==> config.mk <==
export PLATFORM = sky130hd
export DESIGN_NAME = conv_bram_arbiter_flat
export DESIGN_NICKNAME = d
export VERILOG_FILES = /design/src/rtl/conv_bram_arb_pkg.sv /design/src/rtl/dp_bram_if.sv /design/src/rtl/conv_bram_rr_arb2.sv /design/src/rtl/conv_bram_arbiter.sv /design/src/flat_wrapper.sv
export SDC_FILE = /design/constraint.sdc
export NUM_CORES = 1
export LEC_CHECK = 0
export ABC_CLOCK_PERIOD_IN_PS = 7100
export BUFFER_PORTS_ARGS = -buffer_cell sky130_fd_sc_hd__buf_2
export CORE_ASPECT_RATIO = 0.8
export CORE_MARGIN = 5
export CORE_UTILIZATION = 49
export DETAILED_ROUTE_END_ITERATION = 8
export GPL_ROUTABILITY_DRIVEN = 0
export GPL_TIMING_DRIVEN = 0
export PLACE_DENSITY = 0.85
export REMOVE_ABC_BUFFERS = 1
export SLEW_MARGIN = 10
export SYNTH_ARGS = -nofsm -noshare
export SYNTH_HDL_FRONTEND = slang
export SYNTH_SLANG_ARGS = --single-unit
==> constraint.sdc <==
create_clock -name clk -period 7.1 [get_ports clk]
set_input_delay 1.42 -clock clk [delete_from_list [all_inputs] [get_ports clk]]
set_output_delay 1.42 -clock clk [all_outputs]
set_load 0.01 [all_outputs]
==> src/rtl/conv_bram_arb_pkg.sv <==
// -----------------------------------------------------------------------------
// conv_bram_arb_pkg
// Shared types and constants for the convolution-stage membrane-potential BRAM
// arbiter.
//   client_e  : port-A read clients (conv engine, pooling/readout stage)
//   wr_src_e  : port-B write source selected in a given cycle
//   STAT_W    : width of the optional saturating statistics counters
//   sat_inc() : saturating increment used by the statistics counters
// -----------------------------------------------------------------------------
package conv_bram_arb_pkg;

  typedef enum logic {
    CLIENT_CONV = 1'b0,
    CLIENT_POOL = 1'b1
  } client_e;

  typedef enum logic [1:0] {
    WR_NONE  = 2'd0,
    WR_CONV  = 2'd1,
    WR_CLEAR = 2'd2
  } wr_src_e;

  localparam int STAT_W = 16;

  // Counter sticks at all-ones instead of wrapping.
  function automatic logic [STAT_W-1:0] sat_inc(input logic [STAT_W-1:0] v);
    return (&v) ? v : v + STAT_W'(1);
  endfunction

endpackage : conv_bram_arb_pkg

==> src/rtl/dp_bram_if.sv <==
// -----------------------------------------------------------------------------
// dp_bram_if
// Dual-port BRAM bundle. Port A and port B each have enable, write enable,
// address and write data; port A returns read data one cycle after an enabled
// read. Port B is used write-only by the arbiter, so it has no read data.
//   modport arbiter : drives clock, reset, both ports; receives data_out_a
//   modport bram    : the memory side of the same signals
// -----------------------------------------------------------------------------
interface dp_bram_if #(
  parameter int DATA_WIDTH = 16,
  parameter int ADDR_WIDTH = 10
);

  logic                  clk;
  logic                  rst_n;

  logic                  en_a;
  logic                  we_a;
  logic [ADDR_WIDTH-1:0] addr_a;
  logic [DATA_WIDTH-1:0] data_in_a;
  logic [DATA_WIDTH-1:0] data_out_a;

  logic                  en_b;
  logic                  we_b;
  logic [ADDR_WIDTH-1:0] addr_b;
  logic [DATA_WIDTH-1:0] data_in_b;

  modport arbiter (
    output clk, rst_n,
    output en_a, we_a, addr_a, data_in_a,
    input  data_out_a,
    output en_b, we_b, addr_b, data_in_b
  );

  modport bram (
    input  clk, rst_n,
    input  en_a, we_a, addr_a, data_in_a,
    output data_out_a,
    input  en_b, we_b, addr_b, data_in_b
  );

endinterface : dp_bram_if

==> src/rtl/conv_bram_rr_arb2.sv <==
// -----------------------------------------------------------------------------
// conv_bram_rr_arb2
// Two-way round-robin arbiter. The grant is combinational in the request
// cycle; the priority pointer moves to the other client after every grant.
// The pointer resets to the conv client.
// Ports:
//   clk, rst  : clock, asynchronous active-high reset
//   req_i[1:0]: requests, bit 0 = conv, bit 1 = pool
//   gnt_o[1:0]: one-hot grant (or zero), same bit order
// -----------------------------------------------------------------------------
module conv_bram_rr_arb2
  import conv_bram_arb_pkg::*;
(
  input  logic       clk,
  input  logic       rst,
  input  logic [1:0] req_i,
  output logic [1:0] gnt_o
);

  client_e ptr_q, ptr_d;

  // NOTE: every combinational output gets a default before any branch, so no
  // path leaves a signal unassigned and no latch is inferred.
  always_comb begin
    gnt_o = 2'b00;
    ptr_d = ptr_q;

    if (req_i[0] && req_i[1]) begin
      gnt_o = (ptr_q == CLIENT_CONV) ? 2'b01 : 2'b10;
    end else begin
      gnt_o = req_i;
    end

    if (gnt_o[0]) begin
      ptr_d = CLIENT_POOL;
    end else if (gnt_o[1]) begin
      ptr_d = CLIENT_CONV;
    end
  end

  // NOTE: state registers use non-blocking assignments so every flop samples
  // the pre-edge value of its inputs, independent of block ordering.
  always_ff @(posedge clk or posedge rst) begin
    if (rst) begin
      ptr_q <= CLIENT_CONV;
    end else begin
      ptr_q <= ptr_d;
    end
  end

endmodule : conv_bram_rr_arb2

==> src/rtl/conv_bram_arbiter.sv <==
// -----------------------------------------------------------------------------
// conv_bram_arbiter
// Owns the dual-port membrane-potential BRAM of the convolution stage.
//   Port A: read-only, round-robin between conv reads and pool reads.
//   Port B: write-only; pending pool clears (strict priority) or conv writes.
//   A port-A read that hits the address written on port B in the same cycle
//   returns the written data one cycle later (write-first forwarding).
// Ports:
//   clk, rst                       : clock, asynchronous active-high reset
//   conv_rd_req/addr -> gnt/valid/data : conv read channel
//   conv_wr_req/addr/data -> gnt   : conv write channel
//   pool_rd_req/addr -> gnt/valid/data : pool read-and-clear channel
//   stat_wr_stall, stat_fwd        : saturating statistics counters, present
//                                    only when CONV_BRAM_ARB_STATS_EN is defined
//   bram                           : dp_bram_if.arbiter
// Configuration macro: CONV_BRAM_ARB_STATS_EN
// -----------------------------------------------------------------------------
module conv_bram_arbiter
  import conv_bram_arb_pkg::*;
#(
  parameter int DATA_WIDTH = 16,
  parameter int ADDR_WIDTH = 10
) (
  input  logic                  clk,
  input  logic                  rst,

  input  logic                  conv_rd_req,
  input  logic [ADDR_WIDTH-1:0] conv_rd_addr,
  output logic                  conv_rd_gnt,
  output logic                  conv_rd_valid,
  output logic [DATA_WIDTH-1:0] conv_rd_data,

  input  logic                  conv_wr_req,
  input  logic [ADDR_WIDTH-1:0] conv_wr_addr,
  input  logic [DATA_WIDTH-1:0] conv_wr_data,
  output logic                  conv_wr_gnt,

  input  logic                  pool_rd_req,
  input  logic [ADDR_WIDTH-1:0] pool_rd_addr,
  output logic                  pool_rd_gnt,
  output logic                  pool_rd_valid,
  output logic [DATA_WIDTH-1:0] pool_rd_data,

`ifdef CONV_BRAM_ARB_STATS_EN
  output logic [STAT_W-1:0]     stat_wr_stall,
  output logic [STAT_W-1:0]     stat_fwd,
`endif

  dp_bram_if.arbiter            bram
);

  // ---------------------------------------------------------------------------
  // Port A: round-robin read arbitration
  // ---------------------------------------------------------------------------
  logic [1:0]            rd_req;
  logic [1:0]            rd_gnt;
  logic                  a_en;
  logic [ADDR_WIDTH-1:0] a_addr;

  // Requests are masked during reset so no grant is visible while rst is high.
  assign rd_req = {pool_rd_req, conv_rd_req} & {2{~rst}};

  conv_bram_rr_arb2 u_rr_arb (
    .clk   (clk),
    .rst   (rst),
    .req_i (rd_req),
    .gnt_o (rd_gnt)
  );

  assign conv_rd_gnt = rd_gnt[0];
  assign pool_rd_gnt = rd_gnt[1];
  assign a_en        = |rd_gnt;
  assign a_addr      = rd_gnt[1] ? pool_rd_addr : conv_rd_addr;

  // ---------------------------------------------------------------------------
  // Clear generation: a pool grant schedules a zero write for the next cycle
  // ---------------------------------------------------------------------------
  logic                  clr_pend_q, clr_pend_d;
  logic [ADDR_WIDTH-1:0] clr_addr_q, clr_addr_d;

  assign clr_pend_d = rd_gnt[1];
  assign clr_addr_d = rd_gnt[1] ? pool_rd_addr : clr_addr_q;

  // ---------------------------------------------------------------------------
  // Port B: pending clear wins, otherwise a conv write goes straight through
  // ---------------------------------------------------------------------------
  wr_src_e               wr_src;
  logic                  b_en;
  logic [ADDR_WIDTH-1:0] b_addr;
  logic [DATA_WIDTH-1:0] b_data;

  always_comb begin
    wr_src = WR_NONE;
    b_en   = 1'b0;
    b_addr = '0;
    b_data = '0;

    if (clr_pend_q) begin
      wr_src = WR_CLEAR;
    end else if (conv_wr_req && !rst) begin
      wr_src = WR_CONV;
    end

    case (wr_src)
      WR_CLEAR: begin
        b_en   = 1'b1;
        b_addr = clr_addr_q;
        b_data = '0;
      end
      WR_CONV: begin
        b_en   = 1'b1;
        b_addr = conv_wr_addr;
        b_data = conv_wr_data;
      end
      default: ;
    endcase
  end

  assign conv_wr_gnt = (wr_src == WR_CONV);

  // ---------------------------------------------------------------------------
  // Write-first forwarding: the BRAM returns the old word on a same-address
  // read/write, so the written word is captured and substituted at t+1.
  // ---------------------------------------------------------------------------
  logic                  fwd_hit;
  logic                  fwd_q, fwd_d;
  logic [DATA_WIDTH-1:0] fwd_data_q, fwd_data_d;

  assign fwd_hit    = a_en && b_en && (a_addr == b_addr);
  assign fwd_d      = fwd_hit;
  assign fwd_data_d = fwd_hit ? b_data : fwd_data_q;

  // ---------------------------------------------------------------------------
  // Read return: valid is the registered grant; data is held when not valid
  // ---------------------------------------------------------------------------
  logic                  conv_vld_q, pool_vld_q;
  logic [DATA_WIDTH-1:0] rd_word;
  logic [DATA_WIDTH-1:0] conv_hold_q, conv_hold_d;
  logic [DATA_WIDTH-1:0] pool_hold_q, pool_hold_d;

  assign rd_word = fwd_q ? fwd_data_q : bram.data_out_a;

  assign conv_rd_valid = conv_vld_q;
  assign pool_rd_valid = pool_vld_q;
  assign conv_rd_data  = conv_vld_q ? rd_word : conv_hold_q;
  assign pool_rd_data  = pool_vld_q ? rd_word : pool_hold_q;
  assign conv_hold_d   = conv_rd_data;
  assign pool_hold_d   = pool_rd_data;

  always_ff @(posedge clk or posedge rst) begin
    if (rst) begin
      clr_pend_q  <= 1'b0;
      clr_addr_q  <= '0;
      fwd_q       <= 1'b0;
      fwd_data_q  <= '0;
      conv_vld_q  <= 1'b0;
      pool_vld_q  <= 1'b0;
      conv_hold_q <= '0;
      pool_hold_q <= '0;
    end else begin
      clr_pend_q  <= clr_pend_d;
      clr_addr_q  <= clr_addr_d;
      fwd_q       <= fwd_d;
      fwd_data_q  <= fwd_data_d;
      conv_vld_q  <= rd_gnt[0];
      pool_vld_q  <= rd_gnt[1];
      conv_hold_q <= conv_hold_d;
      pool_hold_q <= pool_hold_d;
    end
  end

  // ---------------------------------------------------------------------------
  // Optional statistics
  // ---------------------------------------------------------------------------
`ifdef CONV_BRAM_ARB_STATS_EN
  logic [STAT_W-1:0] stall_cnt_q, stall_cnt_d;
  logic [STAT_W-1:0] fwd_cnt_q, fwd_cnt_d;

  assign stall_cnt_d = (conv_wr_req && !conv_wr_gnt) ? sat_inc(stall_cnt_q) : stall_cnt_q;
  assign fwd_cnt_d   = fwd_hit ? sat_inc(fwd_cnt_q) : fwd_cnt_q;

  always_ff @(posedge clk or posedge rst) begin
    if (rst) begin
      stall_cnt_q <= '0;
      fwd_cnt_q   <= '0;
    end else begin
      stall_cnt_q <= stall_cnt_d;
      fwd_cnt_q   <= fwd_cnt_d;
    end
  end

  assign stat_wr_stall = stall_cnt_q;
  assign stat_fwd      = fwd_cnt_q;
`endif

  // ---------------------------------------------------------------------------
  // BRAM interface
  // ---------------------------------------------------------------------------
  assign bram.clk       = clk;
  assign bram.rst_n     = ~rst;
  assign bram.en_a      = a_en;
  assign bram.we_a      = 1'b0;
  assign bram.addr_a    = a_addr;
  assign bram.data_in_a = '0;
  assign bram.en_b      = b_en;
  assign bram.we_b      = b_en;
  assign bram.addr_b    = b_addr;
  assign bram.data_in_b = b_data;

endmodule : conv_bram_arbiter

==> src/flat_wrapper.sv <==
// flat-port wrapper written by rule: the top's interface ports become plain ports
module conv_bram_arbiter_flat import conv_bram_arb_pkg::*;
#(
  parameter int DATA_WIDTH = 16,
  parameter int ADDR_WIDTH = 10
)
  (clk, rst, conv_rd_req, conv_rd_addr, conv_rd_gnt, conv_rd_valid, conv_rd_data, conv_wr_req, conv_wr_addr, conv_wr_data, conv_wr_gnt, pool_rd_req, pool_rd_addr, pool_rd_gnt, pool_rd_valid, pool_rd_data, bram_clk, bram_rst_n, bram_en_a, bram_we_a, bram_addr_a, bram_data_in_a, bram_data_out_a, bram_en_b, bram_we_b, bram_addr_b, bram_data_in_b);
  dp_bram_if #(.DATA_WIDTH(DATA_WIDTH), .ADDR_WIDTH(ADDR_WIDTH)) bram_i ();
  input  logic clk;
  input  logic rst;
  input  logic conv_rd_req;
  input  logic [ADDR_WIDTH-1:0] conv_rd_addr;
  output logic conv_rd_gnt;
  output logic conv_rd_valid;
  output logic [DATA_WIDTH-1:0] conv_rd_data;
  input  logic conv_wr_req;
  input  logic [ADDR_WIDTH-1:0] conv_wr_addr;
  input  logic [DATA_WIDTH-1:0] conv_wr_data;
  output logic conv_wr_gnt;
  input  logic pool_rd_req;
  input  logic [ADDR_WIDTH-1:0] pool_rd_addr;
  output logic pool_rd_gnt;
  output logic pool_rd_valid;
  output logic [DATA_WIDTH-1:0] pool_rd_data;
  output wire logic [$bits(bram_i.clk)-1:0] bram_clk;
  output wire logic [$bits(bram_i.rst_n)-1:0] bram_rst_n;
  output wire logic [$bits(bram_i.en_a)-1:0] bram_en_a;
  output wire logic [$bits(bram_i.we_a)-1:0] bram_we_a;
  output wire logic [$bits(bram_i.addr_a)-1:0] bram_addr_a;
  output wire logic [$bits(bram_i.data_in_a)-1:0] bram_data_in_a;
  input wire logic [$bits(bram_i.data_out_a)-1:0] bram_data_out_a;
  output wire logic [$bits(bram_i.en_b)-1:0] bram_en_b;
  output wire logic [$bits(bram_i.we_b)-1:0] bram_we_b;
  output wire logic [$bits(bram_i.addr_b)-1:0] bram_addr_b;
  output wire logic [$bits(bram_i.data_in_b)-1:0] bram_data_in_b;
  assign bram_clk = bram_i.clk;
  assign bram_rst_n = bram_i.rst_n;
  assign bram_en_a = bram_i.en_a;
  assign bram_we_a = bram_i.we_a;
  assign bram_addr_a = bram_i.addr_a;
  assign bram_data_in_a = bram_i.data_in_a;
  assign bram_i.data_out_a = bram_data_out_a;
  assign bram_en_b = bram_i.en_b;
  assign bram_we_b = bram_i.we_b;
  assign bram_addr_b = bram_i.addr_b;
  assign bram_data_in_b = bram_i.data_in_b;
  conv_bram_arbiter #(.DATA_WIDTH(DATA_WIDTH), .ADDR_WIDTH(ADDR_WIDTH)) u_core (.clk(clk), .rst(rst), .conv_rd_req(conv_rd_req), .conv_rd_addr(conv_rd_addr), .conv_rd_gnt(conv_rd_gnt), .conv_rd_valid(conv_rd_valid), .conv_rd_data(conv_rd_data), .conv_wr_req(conv_wr_req), .conv_wr_addr(conv_wr_addr), .conv_wr_data(conv_wr_data), .conv_wr_gnt(conv_wr_gnt), .pool_rd_req(pool_rd_req), .pool_rd_addr(pool_rd_addr), .pool_rd_gnt(pool_rd_gnt), .pool_rd_valid(pool_rd_valid), .pool_rd_data(pool_rd_data), .bram(bram_i));
endmodule
# == Word level (Yosys, flattened, before mapping) ==
# Index checks and enable logic that the tools add are counted.
# classes
mux,13
n_eq_ne,3
reduce_logical,8
n_div,0
mul,0
bitwise,2
shift,0
add_sub_neg,0
order_cmp,0
# op_table
op,n
16-bit 2-to-1 mux,4
10-bit one-hot mux with 2 select lines,1
10-bit equality test,1
10-bit 2-to-1 mux,1
2-bit 2-to-1 mux,3
1-bit logical AND,4
1-bit 2-to-1 mux,4
2-bit OR reduction,2
2-bit bitwise AND,1
"2-bit by 1-bit equality test with 1-bit output, second input constant",1
"2-bit equality test, second input constant",1
2-bit nonzero test,1
1-bit zero test,1
1-bit NOT,1
# word_totals
input_bits,67
rom_bits,0
n_memories,0
output_inout_bits,95
reg_bits,62
mem_bits_rw,0
wordCells,34
latchBits,0

# == Depth between registers and ports, before layout ==
# Gate-level depths: netlist of run 1.
# logic_depth
ltp_word,9
depth_mapped,10
ltp_nobuf,8

# == By module ==
# From an unflattened synthesis of run 1, not the netlist that was laid out.
# hier_totals
cells_unflattened,319
area_unflattened_um2,3209.3
# by_module_without_submodules
mod,n_inst,area_each_um2,seq_area_each_um2,cells_each
conv_bram_arbiter,1,3145.5,1526.5,311
conv_bram_rr_arb2,1,63.8,25.0,8

==> results of run 1 <==
worst paths after layout:
path | slack, ps | depth (start not counted) | endpoint
max | 1770 | 3 | bram_clk
min | 480 | 2 | u_core.clr_addr_q[5]
max reg2reg | 3930 | 8 | u_core.fwd_data_q[12]
min reg2reg | 480 | 2 | u_core.clr_addr_q[5]
max in group asynchronous | 5380 | 2 | u_core.clr_pend_q
min in group asynchronous | 1160 | 2 | u_core.pool_hold_q[3]
metal layers:
layer / vias to the layer above / share of wire [%]
met4: 0 / 0.64
met3: 7 / 8.9
li1: 1287 / -
met2: 114 / 48
met5: - / 0
met1: 1262 / 42
cells by family after synthesis:
group | count (synthesis) | synth area share, %
AOI/OAI and AO/OA | 45 | 7.39
and+or+nand+nor | 111 | 16.4
DFF | 62 | 48.7
xor gates and xnor gates | 11 | 3.03
buffers and inverters | 47 | 8.88
muxes | 42 | 15.5
other | 1 | 0.118
critical path: cells and delay by family:
kind | cells | cell delay, ps
buf+inv | 3 | 360
stage by stage:
stage | hold WS (ps) | total power [mW] | std cells
floorplan | 446 | 0.538 | 298
global placement | 460 | 0.631 | 526
finish | 476 | 1.00 | 546
CTS | 480 | 1.02 | 546
global route | 508 | 1.06 | 546
detailed placement | 463 | 0.640 | 527
state kept, by name (all words and copies together), names as in the netlist:
signal,flops
u_core.clr_pend_q,1
u_core.pool_hold_q,16
u_core.clr_addr_q,10
u_core.fwd_q,1
u_core.conv_hold_q,16
u_core.fwd_data_q,16
u_core.u_rr_arb.ptr_q,1
u_core.conv_rd_valid,1
cells in the final DEF (no fill, tap or decap), types with 2 or more instances in the layout:
master / count
dfrtp_1: 61
clkbuf_8: 14
mux2i_1: 21
o21ai_0: 8
mux2i_2: 2
mux2_2: 8
and2_1: 16
nor2_1: 33
conb_1: 17
xnor2_1: 6
mux2_4: 11
xor2_1: 5
a22o_1: 2
inv_6: 4
o21ai_1: 2
nor2b_2: 2
buf_2: 144
a21oi_1: 32
inv_1: 8
nand2_1: 50
nor4_1: 3
where the power goes:
group	switching (mW)	leakage [nW]	internal, mW
clock network	0.156	0.132	0.225
logic	0.122	1.31	0.0843
registers	0.0210	0.746	0.396
area by class of cell:
| class | count | area (um^2) | area share [%] |
|---|---|---|---|
| Clock buffer | 15 | 198 | 4.80 |
| Inverter | 10 | 45.0 | 1.09 |
| Sequential cell | 62 | 1550 | 37.7 |
| Timing Repair Buffer | 144 | 743 | 18.0 |
| Clock inverter | 5 | 63.8 | 1.55 |
| Tap cell | 84 | 105 | 2.55 |
| Multi-Input combinational cell | 226 | 1410 | 34.3 |
==> run summary, run 1 <==
LEAKAGE = 2.19 nW
Starting Density = 50.2%
R2R Path Start = u_core.u_rr_arb.ptr_q
GR Util met1 = 25.3%
Setup TNS = 0 ps
Synth Cell Area = 3180 um^2
Clock slew seen by the registers of the worst setup and hold paths = 70 ps
Post-DRT Antenna Nets = 0
Syn_area_per_cell = 9.98 um^2
Setup WS post-layout = 1770 ps
Vias in the first global route = 2646
Clock Skew = 6.41 ps
Crit path max fanout = 2
Worst Hold Class = reg2reg
Area leader, netlist = dfrtp_1
Worst Hold Launch = u_core.clr_addr_q[5]
Final setup vio count = 0
Most common cell in the netlist = dfrtp_1
Number of fill cells in the layout = 556
PortBufs = 144
Drt first pass iters = 4
Setup Buffers After CTS = 0
Tot GR Track Use = 20.2%
1st-iter DRT viols = 111
Global Route met2 Usage = 31.9%
Die H = 82.1 um
RSZ-0062 raised after global routing = false
Final Net Count = 524
CP Cell Sequence = clkbuf_8 > clkbuf_8 > buf_2
First-pass GRT wire length = 12800 um
Syn. warnings = 0
Share of cells above drive strength 1 = 42.2%
Overflow after GRT = 0
Crit path top cell by count = clkbuf_8
PD cells = 244 nW/um^2
Max VDD drop = 0.180 mV
Die area = 8220 um^2
Synth cell types = 34
Cell count after synthesis = 319
Max Transition Viols Final = 0
Max-slew headroom = 28.6%
Post-synth ARST share = 100%
Max-cap violation count = 0
Busiest grt layer = met2
Hold Violations, Final = 0
Actual slew at the worst max-slew pin = 1070 ps
# hold bufs at CTS = 0
Vias per inst = 4.89
Critical path's largest stage delay = 130 ps
Pre-CTS WS = 1980 ps
Data arrival, critical path = 3910 ps
Top-area cell type share of the netlist area = 48.7%
Met3 usage = 7.98%
Synth Register Bits = 62
Site Rows = 26
Post-synth EDFFs = 0
Top post-synthesis cells by area = dfrtp_1 (49%), mux2i_1 (6.6%), nand2_1 (5.9%), mux2_4 (5.2%), a21oi_1 (5.0%)
Clock Latency Late Sink = 440 ps
Core Util, Final = 65.0%
Chip width = 100 um
CP Class = clk2out
# IOs = 162
Initial antenna violation count = 0
Pin count of the biggest net entering global routing = 67
Ant. Diodes = 0
Post-Place Cell Area = 3860 um^2
CP Launch Point = clk
Outcome = completed
Worst EP required = 5680 ps
Post-Route WL = 8070 um
DRC = 0
Register area share after synthesis = 48.7%
Avg WL per Cell = 14.8 um
HPWL after DPL = 5850 um
CP startpoint kind = clock port
Design Area, Final = 4120 um^2
Ys flop type = dfrtp_1
Most frequent cells after synthesis = dfrtp_1 (62), nand2_1 (50), nor2_1 (33)
Slowest CP cell = buf_2
DR vias = 2670
Core Area = 6340 um^2
P&R area growth vs syn = 29.4%
CTS tree = built
CP endpoint kind = primary output
# resized after CTS = 0
(Power assumes the default switching activity.)
==> inputs of run 2 (changes only) <==
Settings changed: ABC_CLOCK_PERIOD_IN_PS 7100 to 5540, CORE_UTILIZATION 49 to 46, PLACE_DENSITY 0.85 to 0.81.
Clock period 7.1 ns to 5.54 ns, I/O delays scaled along.
==> run 2 against run 1 <==
  * Hold slack better by 1.7 ps
  * Critical path depth up 6
  * Register-to-register slack got worse by 1600 ps
  * Routed wire length is 1.4% lower
  * Clock skew up 3.7 ps
  * Utilization fell by 4.0 points
  * Highest routed layer unchanged
==> run summary, run 2 (synthesized netlist as in run 1, its figures left out) <==
Outcome = completed
First-pass GRT wire length = 12700 um
Total chip power = 1.36 mW
CP startpoint kind = primary input
Commonest non-fill, non-tap cells in the layout = buf_2 (144), dfrtp_1 (61), nand2_1 (50), nor2_1 (33), a21oi_1 (32)
Clock Skew = 10.2 ps
Register Area = 1550 um^2
# IOs = 162
LEAKAGE = 2.21 nW
Clock Latency Late Sink = 430 ps
Met3 usage = 5.15%
Final setup vio count = 0
CP endpoint kind = register
# resized after CTS = 0
Initial antenna violation count = 0
Vias per inst = 4.80
Share of cells above drive strength 1 = 42.2%
Die area = 8700 um^2
Worst Hold Class = reg2reg
Starting Density = 46.7%
Busiest grt layer = met2
CP Class = in2reg
Ant. Diodes = 0
Worst Hold Launch = u_core.clr_addr_q[4]
1st-iter DRT viols = 100
Hold Violations, Final = 0
Number of fill cells in the layout = 581
Overflow after GRT = 0
Max VDD drop = 0.209 mV
Post-DRT Antenna Nets = 0
Max-slew headroom = 29.1%
Fin crit share = 76.5%
Global Route met2 Usage = 31.3%
Worst EP required = 5850 ps
# hold bufs at CTS = 0
Max Transition Viols Final = 0
Chip width = 103 um
RSZ-0062 raised after global routing = false
DR vias = 2637
Vias in the first global route = 2687
Setup Buffers After CTS = 0
HPWL after DPL = 5860 um
CP Launch Point = rst
Post-Route WL = 7950 um
Final non-filler cell total = 549
R2R Path Start = u_core.u_rr_arb.ptr_q
P&R area growth vs syn = 30.5%
Crit path max fanout = 66
Multi-input logic area = 1410 um^2
Largest registers = u_core.conv_hold_q: 16 flops, u_core.fwd_data_q: 16 flops, u_core.pool_hold_q: 16 flops
CTS tree = built
Pin count of the biggest net entering global routing = 67
Max-cap violation count = 0
PortBufs = 144
GR Util met1 = 22.8%
PD cells = 328 nW/um^2
Most common cell after layout, fill and taps aside = buf_2
Drt first pass iters = 4
Core Area = 6820 um^2
Die H = 84.4 um
Site Rows = 27
Tot GR Track Use = 18.6%
Avg WL per Cell = 14.5 um
DRC = 0
Data arrival, critical path = 4550 ps
Total placed cells including tap cells = 530
Final Net Count = 524
Max frequency = 236 MHz
Actual slew at the worst max-slew pin = 1060 ps
Tmin final = 4240 ps
Clock slew seen by the registers of the worst setup and hold paths = 70 ps
run 2: cell count changes in the layout (fill, tap and decap cells not counted):
cell / change
buf_12: +1
buf_16: -1
bufinv_16: +2
clkinv_2: +1
clkinvlp_4: -1
inv_6: -2
run 2: metal layers:
metal | vias up | share of wire [%] | routed length [um]
met5 | - | 0 | 0
met4 | 0 | 0.79 | 63
met3 | 13 | 7.2 | 576
met2 | 104 | 51 | 4030
met1 | 1232 | 41 | 3290
li1 | 1288 | - | -
run 2: through the flow:
step                setup WS, ps  util [%]  hold WS, ps  setup TNS (ps)  instance area (um^2)
CTS                         1220      60.9          479               0                  4150
global placement            -798      56.2          460          -13530                  3830
floorplan                    329         -          446               0                  3000
global route                 902      60.9          494               0                  4160
detailed placement           741      56.5          463               0                  3860
finish                      1300      60.9          478               0                  4160
run 2: layout make-up:
cell class              count  area share, %
flip-flops and latches     62           37.4
multi-input cells         226           34.0
repair buffers            144           17.7
clock buffers              15           4.76
well taps                  87           2.62
clock inverters             5           2.50
inverters                  10           1.08
run 2: path summary, 6_finish.rpt:
| check | slack [ps] | to | cells past startpoint |
|---|---|---|---|
| min in group asynchronous | 850 | u_core.pool_hold_q[1] | 2 |
| max reg2reg | 2380 | u_core.fwd_data_q[6] | 8 |
| max in group asynchronous | 4130 | u_core.clr_pend_q | 2 |
| max | 1300 | u_core.fwd_data_q[6] | 9 |
| min reg2reg | 480 | u_core.clr_addr_q[4] | 2 |
| min | 480 | u_core.clr_addr_q[4] | 2 |
run 2: power breakdown:
group          internal, mW  leakage (nW)  total (mW)  switching, mW
Combinational         0.107          1.31       0.264          0.157
Clock                 0.375         0.155       0.563          0.188
Sequential            0.508         0.746       0.535         0.0270
run 2: worst max-delay path, cell delays in order:
cell	delay [ps]
buf_2	120
inv_4	570
nand3_4	460
inv_6	260
mux2_4	330
xor2_1	170
nor4_2	320
nand4_2	630
mux2_4	530
